==> src/rtl/calc_key_sequencer_pkg.sv <==
// Shared definitions for the calculator key sequencer.
// Holds the clear-all key code and the sequencer FSM state type.
package calc_key_sequencer_pkg;

  // Native key code width of the keypad decoder.
  localparam int unsigned KeyW = 5;

  // Clear-all key code. It bypasses the full check and flushes stale keys.
  localparam logic [KeyW-1:0] KeyCa = 5'b00011;

  // Sequencer states: wait for work, strobe one key, enforce the idle gap.
  typedef enum logic [1:0] {
    StIdle  = 2'd0,
    StIssue = 2'd1,
    StHold  = 2'd2
  } seq_state_e;

endpackage

==> src/rtl/calc_key_fifo.sv <==
// Key FIFO for the calculator key sequencer.
// DEPTH entries of KEY_W bits with wrapping pointers. flush_load discards everything
// and writes wdata as the only entry; it takes priority over push and pop.
// Ports:
//   clock, reset       rising-edge clock, asynchronous active-low reset
//   push, wdata        enqueue wdata at tail (ignored when full)
//   pop                dequeue head (ignored when empty)
//   flush_load         discard all entries, wdata becomes the single entry
//   rdata              current head entry
//   full, empty, count occupancy status
module calc_key_fifo #(
  parameter int unsigned DEPTH = 4,
  parameter int unsigned KEY_W = 5
) (
  input  logic                         clock,
  input  logic                         reset,
  input  logic                         push,
  input  logic                         pop,
  input  logic                         flush_load,
  input  logic [KEY_W-1:0]             wdata,
  output logic [KEY_W-1:0]             rdata,
  output logic                         full,
  output logic                         empty,
  output logic [$clog2(DEPTH+1)-1:0]   count
);

  localparam int unsigned PtrW = $clog2(DEPTH);
  localparam int unsigned CntW = $clog2(DEPTH+1);

  logic [KEY_W-1:0] mem_q [DEPTH];
  logic [PtrW-1:0]  rd_ptr_q, wr_ptr_q;
  logic [CntW-1:0]  count_q;
  logic             do_push, do_pop;
  logic             mem_we;
  logic [PtrW-1:0]  mem_widx;

  assign full  = (count_q == CntW'(DEPTH));
  assign empty = (count_q == '0);
  assign count = count_q;
  assign rdata = mem_q[rd_ptr_q];

  assign do_push = push && !full;
  assign do_pop  = pop && !empty;

  // A flush restarts the ring at slot 0 so the loaded entry is the new head.
  assign mem_we   = flush_load || do_push;
  assign mem_widx = flush_load ? '0 : wr_ptr_q;

  always_ff @(posedge clock or negedge reset) begin
    if (!reset) begin
      rd_ptr_q <= '0;
      wr_ptr_q <= '0;
      count_q  <= '0;
    end else if (flush_load) begin
      rd_ptr_q <= '0;
      wr_ptr_q <= PtrW'(1);
      count_q  <= CntW'(1);
    end else begin
      // DEPTH is a power of two, so pointer overflow wraps modulo DEPTH.
      if (do_push) wr_ptr_q <= wr_ptr_q + 1'b1;
      if (do_pop)  rd_ptr_q <= rd_ptr_q + 1'b1;
      if (do_push && !do_pop) begin
        count_q <= count_q + CntW'(1);
      end else if (do_pop && !do_push) begin
        count_q <= count_q - CntW'(1);
      end
    end
  end

  // Storage carries no reset; occupancy is tracked by count_q alone.
  always_ff @(posedge clock) begin
    if (mem_we) mem_q[mem_widx] <= wdata;
  end

endmodule

==> src/rtl/calc_key_sequencer.sv <==
// Calculator key sequencer.
// Buffers decoded key events and replays them to the calculator core as one-cycle
// newkey/keycode strobes, forcing GAP idle cycles after each strobe and waiting while
// the core is busy. Clear-all flushes pending keys and becomes the only entry.
// Ports:
//   clock, reset          rising-edge clock, asynchronous active-low reset
//   key_valid, key_code   decoded key event from the keypad decoder
//   key_ready             FIFO not full (clear-all is accepted regardless)
//   core_busy             core cannot take a key; only looked at while idle
//   newkey, keycode       one-cycle strobe and key for the core
//   overflow              sticky flag: a non-clear-all key was dropped
//   fifo_count            entries currently buffered
//   idle                  no strobe in progress and nothing buffered
module calc_key_sequencer
  import calc_key_sequencer_pkg::*;
#(
  parameter int unsigned DEPTH = 4,
  parameter int unsigned GAP   = 2,
  parameter int unsigned KEY_W = 5
) (
  input  logic                       clock,
  input  logic                       reset,
  input  logic                       key_valid,
  input  logic [KEY_W-1:0]           key_code,
  output logic                       key_ready,
  input  logic                       core_busy,
  output logic                       newkey,
  output logic [KEY_W-1:0]           keycode,
  output logic                       overflow,
  output logic [$clog2(DEPTH+1)-1:0] fifo_count,
  output logic                       idle
);

  localparam int unsigned CntW = $clog2(DEPTH+1);
  // The hold counter runs GAP-1 down to 0, so it only needs to hold GAP-1.
  localparam int unsigned GapW = (GAP > 1) ? $clog2(GAP) : 1;
  localparam logic [GapW-1:0] GapLoad = GapW'((GAP > 0) ? GAP - 1 : 0);
  localparam logic [KEY_W-1:0] CaCode = KEY_W'(KeyCa);

  seq_state_e       state_q, state_d;
  logic [GapW-1:0]  gap_cnt_q, gap_cnt_d;
  logic             newkey_q, newkey_d;
  logic [KEY_W-1:0] keycode_q, keycode_d;
  logic             overflow_q, overflow_d;
  logic             pop_ok_q, pop_ok_d;

  logic             key_is_ca;
  logic             fifo_push, fifo_pop, fifo_flush;
  logic             fifo_full, fifo_empty;
  logic [KEY_W-1:0] fifo_head;
  logic [CntW-1:0]  fifo_cnt;
  logic             drop;

  assign key_is_ca  = key_valid && (key_code == CaCode);
  assign fifo_push  = key_valid && !key_is_ca;
  assign fifo_flush = key_is_ca;
  assign drop       = fifo_push && fifo_full;
  // Pop the strobed key at the end of the issue cycle, unless a flush landed on the
  // same edge that started the strobe: the head is then the clear-all, not our key.
  assign fifo_pop   = (state_q == StIssue) && pop_ok_q;

  calc_key_fifo #(
    .DEPTH (DEPTH),
    .KEY_W (KEY_W)
  ) u_fifo (
    .clock      (clock),
    .reset      (reset),
    .push       (fifo_push),
    .pop        (fifo_pop),
    .flush_load (fifo_flush),
    .wdata      (key_code),
    .rdata      (fifo_head),
    .full       (fifo_full),
    .empty      (fifo_empty),
    .count      (fifo_cnt)
  );

  always_comb begin
    state_d   = state_q;
    gap_cnt_d = gap_cnt_q;
    newkey_d  = 1'b0;
    keycode_d = keycode_q;
    pop_ok_d  = pop_ok_q;

    unique case (state_q)
      StIdle: begin
        if (!fifo_empty && !core_busy) begin
          state_d   = StIssue;
          newkey_d  = 1'b1;
          keycode_d = fifo_head;
          pop_ok_d  = !fifo_flush;
        end
      end
      StIssue: begin
        if (GAP > 0) begin
          state_d   = StHold;
          gap_cnt_d = GapLoad;
        end else begin
          state_d = StIdle;
        end
      end
      StHold: begin
        if (gap_cnt_q == '0) begin
          state_d = StIdle;
        end else begin
          gap_cnt_d = gap_cnt_q - 1'b1;
        end
      end
      default: state_d = StIdle;
    endcase

    // A drop on the same cycle as the clearing strobe keeps the flag set.
    overflow_d = overflow_q;
    if (drop) begin
      overflow_d = 1'b1;
    end else if (newkey_q && (keycode_q == CaCode)) begin
      overflow_d = 1'b0;
    end
  end

  always_ff @(posedge clock or negedge reset) begin
    if (!reset) begin
      state_q    <= StIdle;
      gap_cnt_q  <= '0;
      newkey_q   <= 1'b0;
      keycode_q  <= '0;
      overflow_q <= 1'b0;
      pop_ok_q   <= 1'b0;
    end else begin
      state_q    <= state_d;
      gap_cnt_q  <= gap_cnt_d;
      newkey_q   <= newkey_d;
      keycode_q  <= keycode_d;
      overflow_q <= overflow_d;
      pop_ok_q   <= pop_ok_d;
    end
  end

  assign newkey     = newkey_q;
  assign keycode    = keycode_q;
  assign overflow   = overflow_q;
  assign fifo_count = fifo_cnt;
  assign key_ready  = !fifo_full;
  assign idle       = (state_q == StIdle) && fifo_empty;

endmodule
==> config.mk <==
export PLATFORM = sky130hd
export DESIGN_NAME = calc_key_sequencer
export DESIGN_NICKNAME = d
export VERILOG_FILES = /design/src/rtl/calc_key_sequencer_pkg.sv /design/src/rtl/calc_key_fifo.sv /design/src/rtl/calc_key_sequencer.sv
export SDC_FILE = /design/constraint.sdc
export NUM_CORES = 1
export LEC_CHECK = 0
export CAP_MARGIN = 20
export CORE_MARGIN = 3
export CORE_UTILIZATION = 30
export DETAILED_ROUTE_END_ITERATION = 10
export SETUP_SLACK_MARGIN = 0.1
export SLEW_MARGIN = 20
export SYNTH_ARGS = -nofsm -noshare
export SYNTH_HDL_FRONTEND = slang
export SYNTH_HIERARCHICAL = 1
export SYNTH_SLANG_ARGS = --single-unit
export TNS_END_PERCENT = 50
==> constraint.sdc <==
create_clock -name clock -period 2.6 [get_ports clock]
set_input_delay 0.52 -clock clock [delete_from_list [all_inputs] [get_ports clock]]
set_output_delay 0.52 -clock clock [all_outputs]
set_load 0.1 [all_outputs]
==> impl_metrics.py, run 1 <==
metrics = {
    "worst_setup_path": {
        "critPathCaptureType": "flop",
        "critPathKind": "primary input to flop",
        "crit_required_ns": 2.51,
        "critPathMaxFanout": 5,
        "cp.arrival_ns": 2.42,
        "critPathLaunchType": "primary input",
    },
    "floorplanning": {
        "fp-row-count": 27,
        "dieArea_mm2": 0.00692,
        "start_util_pct": 31.7,
        "die_w_um": 83.2,
        "ioPinCount": 21,
        "core_area_mm2": 0.00564,
        "die_y_um": 83.2,
    },
    "yosys": {
        "synth_nets": 141,
        "syn_area_mm2": 0.00179,
        "synth.distinct_cells": 42,
        "ys.flop_type": "edfxtp_1",
        "ys_ff_latch": 38,
        "synthCells": 127,
        "yosys_warnings": 6,
        "synth-seq-area-share_pct": 58.8,
        "async_reset_ff_share_pct": 47.4,
        "synth_edf_count": 20,
        "syn_avg_cell_area_um2": 14.1,
    },
    "layout": {
        "final_common_cell": "buf_4",
        "drive_gt1_share_pct": 35.5,
        "final_nets": 179,
        "final_cell_mix": "27 x buf_4, 20 x edfxtp_1, 17 x dfrtp_1",
        "syn_to_final_growth_pct": 26.0,
        "insertedDiodeCount": 0,
        "fin_cells": 238,
    },
    "timing": {
        "hold_viol": 0,
        "fin_crit_sh_pct": 96.6,
        "rsz0062_at_grt": "yes",
        "setup_violations": 0,
        "fmax_mhz": 398,
        "fin_crit_ns": 2.51,
        "slew_headroom_pct": 33.2,
        "tightest_slew_ns": 0.993,
        "slew_violations": 0,
        "clock_skew_ns": 0.00787,
    },
    "placement": {
        "io_buffers": 20,
        "place_hpwl_mm": 2.70,
        "gp_congestion": 0.841,
        "dp.cells": 229,
    },
    "grt": {
        "antenna_found_initial": 0,
        "grt_pass1_wl_mm": 6.09,
        "gr-usage-all-layers_pct": 11.4,
        "grt_overflow": 0,
        "grt_max_degree": 14,
        "grt_pass1_vias": 1227,
    },
    "min_path": {
        "hold_class": "flop to flop",
    },
    "clocking": {
        "numCtsBuffers": 5,
        "path_clk_slew_ns": 0.06,
        "ctsHoldBuffers": 0,
        "cts_sinks": 38,
        "cts_tree": "yes",
        "clk_latency_ns": 0.29,
        "cts-root-buf": "clkbuf_8",
        "cts.path.max_buffers": 2,
        "cts-htree-levels": 2,
    },
    "drt": {
        "route.detailed.wl_per_inst_um": 15.6,
        "wl_mm": 3.72,
        "routed-via-count": 1144,
        "ant_nets": 0,
        "viasPerCell": 4.81,
        "drc": 0,
        "drt_first_pass_iters": 4,
        "first_iter_violations": 92,
    },
    "job": {
        "maxCapViolations": 0,
    },
    "outcome": {
        "outcome": "complete, no violations",
    },
}
-- routing by layer --
metal  wire [um]  track usage [%]
met1        1560             13.2
met3         134             4.07
met5           0                0
met2        1960             19.2
met4          70             4.90
-- synth_stat cells, types with 2 or more instances --
library cell / count / area share [%]
a21oi_1: 2 / 0.56
and2_1: 2 / 0.70
and3b_2: 2 / 1.1
dfrtp_1: 18 / 25
edfxtp_1: 20 / 34
ha_1: 4 / 2.8
inv_1: 11 / 2.3
mux2_2: 7 / 4.4
mux2i_1: 3 / 1.7
mux4_2: 5 / 6.3
nand2_1: 6 / 1.3
nand3_1: 2 / 0.56
nor2_1: 12 / 2.5
nor3_1: 3 / 0.84
o31ai_1: 2 / 0.84
xor2_1: 2 / 0.98
-- final timing paths --
check	startpoint	endpoint	slack, ns	cells past startpoint
max	key_code[4]	u_fifo/mem_q[2][1]	0.09	7
min	overflow	overflow	0.52	1
max reg2reg	state_q[1]	u_fifo/count[2]	0.29	9
min reg2reg	overflow	overflow	0.52	1
max in group asynchronous	reset	keycode[0]	1.41	2
min in group asynchronous	reset	state_q[0]	0.63	1
-- kinds of logic (layout without fill, tap and decap cells) --
kind of cell | after synthesis | in the layout | share of synthesized area, %
XOR/XNOR | 2 | 2 | 0.981
AND/OR/NAND/NOR | 34 | 34 | 11.4
buffers and inverters | 16 | 55 | 4.69
adder cells (fa/ha/maj) | 5 | 5 | 3.92
multiplexers | 16 | 16 | 13.0
flip-flops | 38 | 38 | 58.8
AO/OA/AOI/OAI | 16 | 16 | 7.14
-- per-stage QoR --
stage / hold slack [ns] / setup TNS, ns / cell area [um2] / setup slack, ns / utilization, %
floorplan: 0.224 / -0.00674 / 1790 / -0.00674 / -
detailed placement: 0.512 / -2.20 / 2130 / -0.227 / 37.8
finish: 0.517 / 0 / 2250 / 0.0882 / 39.9
CTS: 0.528 / 0 / 2220 / 0.174 / 39.3
global route: 0.558 / 0 / 2250 / 0.00779 / 39.9
global placement: 0.492 / -1.08 / 2130 / -0.130 / 37.8
-- layout make-up --
class / count / area, um2
inverter: 11 / 41.3
sequential: 38 / 1050
tap: 72 / 90.1
multi-input combinational: 73 / 678
fill: 518 / 3390
clock buffer: 6 / 72.6
clock inverter: 2 / 8.76
timing repair buffer: 36 / 308
-- what timing repair did --
action / in CTS / in global routing
setup endpoints to repair: 1 / 11
gates resized for setup: 1 / 7
pin swaps: 0 / 5
endpoints found under the hold margin: 0 / 0
buffers inserted: 0 / 1
-- worst max-delay path: stages --
cell	delay, ns
clkdlybuf4s50_1	0.53
buf_4	0.16
or4_4	0.13
nor2_1	0.05
inv_1	0.11
nand3_1	0.16
nor3_1	0.76
-- flip-flops by register name (all words and copies together), names as in the netlist --
signal and cells:
state_q 2, u_fifo/count 3, u_fifo/wr_ptr_q 2, keycode 5, newkey 1, u_fifo/mem_q 20, u_fifo/rd_ptr_q 2, overflow 1
pop_ok_q 1, gap_cnt_q 1
Power of run 1 is left out: the tool's default activity adds up to more than one toggle a clock period on the data nets, which glitch-free logic cannot reach.
==> run 2: changes to the inputs <==
--- a/config.mk
+++ b/config.mk
@@ -6,7 +6,7 @@
 export NUM_CORES = 1
 export LEC_CHECK = 0
 export CAP_MARGIN = 20
-export CORE_MARGIN = 3
+export CORE_MARGIN = 10
 export CORE_UTILIZATION = 30
 export DETAILED_ROUTE_END_ITERATION = 10
 export SETUP_SLACK_MARGIN = 0.1
==> run 2 against run 1 <==
Via count increased by 0.26%. Global-route usage decreased by 3.2 points. Final cell count increased by 1.3%. Clock skew decreased by 0.0040 ns. Setup slack improved by 0.011 ns. Worst hold slack improved by 0.0020 ns. Critical endpoint is now u_fifo/mem_q[1][4].
==> impl_metrics.py, run 2 (synthesized netlist as in run 1, its figures left out) <==
metrics = {
    "drt": {
        "ant_nets": 0,
        "routed-via-count": 1147,
        "viasPerCell": 4.76,
        "wl_mm": 3.83,
        "route.detailed.wl_per_inst_um": 15.9,
        "first_iter_violations": 61,
        "drc": 0,
        "drt_first_pass_iters": 4,
    },
    "placement": {
        "place_hpwl_mm": 2.90,
        "io_buffers": 20,
        "gp_congestion": 0.843,
    },
    "layout": {
        "final_nets": 179,
        "final_cell_mix": "27 x buf_4, 20 x edfxtp_1, 17 x dfrtp_1",
        "finish.utilization_pct": 39.1,
        "syn_to_final_growth_pct": 28.0,
        "insertedDiodeCount": 0,
        "regMostFlops": "u_fifo/mem_q",
        "drive_gt1_share_pct": 38.0,
        "largest_reg_flops": 20,
        "final_common_cell": "buf_4",
    },
    "floorplanning": {
        "core_area_mm2": 0.00585,
        "fp-row-count": 28,
        "ioPinCount": 21,
        "dieArea_mm2": 0.00944,
        "die_y_um": 97.2,
        "die_w_um": 97.2,
        "start_util_pct": 30.5,
    },
    "grt": {
        "gr-usage-all-layers_pct": 8.30,
        "grt_overflow": 0,
        "antenna_found_initial": 0,
        "met2_usage_pct": 14.4,
        "grt_pass1_vias": 1256,
        "grt_pass1_wl_mm": 6.36,
        "met1_usage_pct": 8.93,
        "grt_max_degree": 15,
        "busiest_layer": "met2",
        "grt_use_met3_pct": 3.06,
    },
    "worst_setup_path": {
        "r2r_cells": 9,
        "worstReg2RegEnd": "u_fifo/count[2]",
        "reg2reg_from": "state_q[1]",
        "crit_required_ns": 2.51,
        "crit_start": "key_code[2]",
        "critPathLaunchType": "primary input",
        "critPathMaxFanout": 5,
        "cp.arrival_ns": 2.41,
        "endpoint": "u_fifo/mem_q[1][4]",
        "critPathKind": "primary input to flop",
        "slowest_delay_ns": 0.73,
        "crit_chain": "clkdlybuf4s50_1 > buf_4 > or4_4 > nor2_1 > inv_1 > nand3_1 > nor3_1",
        "critPathCaptureType": "flop",
        "reg2reg_slack_ns": 0.22,
        "slowest_stage": "nor3_1",
    },
    "clocking": {
        "cts-root-buf": "clkbuf_8",
        "clk_latency_ns": 0.28,
        "path_clk_slew_ns": 0.07,
        "cts_tree": "yes",
        "cts.path.max_buffers": 2,
        "cts-htree-levels": 2,
        "cts_sinks": 38,
        "numCtsBuffers": 5,
        "ctsHoldBuffers": 0,
    },
    "timing": {
        "timing.hold.ws_ns": 0.519,
        "tightest_slew_ns": 0.976,
        "slew_violations": 0,
        "fin_crit_sh_pct": 96.2,
        "rsz0062_at_grt": "yes",
        "slew_headroom_pct": 34.4,
        "setup_tns_ns": 0,
        "fmax_mhz": 400,
        "fin_crit_ns": 2.50,
        "hold_viol": 0,
        "clock_skew_ns": 0.00390,
        "setup_violations": 0,
    },
    "min_path": {
        "hold_class": "flop to flop",
    },
    "job": {
        "maxCapViolations": 0,
    },
    "outcome": {
        "outcome": "complete, no violations",
    },
}
[run 2: changes by cell type in the layout (fill, tap and decap cells not counted)]
cell	change
nand2_1	-1
clkbuf_1	-1
nor2_1	-1
clkinv_1	-1
clkinv_2	+1
nand2_2	+1
bufinv_16	+1
nor2_2	+1
[run 2: worst min-delay path by stage]
stage | from | cells after the start | to | slack (ns)
after floorplan | reset | 0 | gap_cnt_q | 0.22
after global placement | overflow | 1 | overflow | 0.49
after detailed placement | overflow | 1 | overflow | 0.50
after CTS | overflow | 1 | overflow | 0.52
after global routing | overflow | 1 | overflow | 0.54
final | overflow | 1 | overflow | 0.52
[run 2: stage by stage]
step | instance area [um2] | instances | setup WS (ns)
after floorplan | 1790 | 127 | -0.00674
after CTS | 2250 | 240 | 0.109
after global routing | 2290 | 241 | 0.0352
after detailed placement | 2140 | 232 | -0.289
final | 2290 | 241 | 0.0996
after global placement | 2140 | 232 | -0.126
[run 2: what timing repair did]
action                     CTS  global route
setup endpoints to repair    1            21
pin swaps                    0             4
gates resized for setup      1             9
buffers inserted             0             1
[run 2: area by class of cell]
cell class	instances	area, um2
Fill cell	539	3560
Sequential cell	38	1050
Multi-Input combinational cell	73	683
Timing Repair Buffer	36	308
Tap cell	75	93.8
Clock buffer	5	68.8
Inverter	11	41.3
Clock inverter	3	40.0
[run 2: critical path: cells and delay by family]
family	cells	cell delay, ns
AND/OR/NAND/NOR	4	1.08
buffers and inverters	3	0.82
[run 2: per-layer routing]
layer | vias to the layer above | wire length, um | part of all wire, %
met1 | 575 | 1600 | 42
met4 | 0 | 59 | 1.5
met5 | - | 0 | 0
met2 | 23 | 1960 | 51
met3 | 4 | 208 | 5.4
li1 | 545 | - | -
Power of run 2 is left out for the same reason.
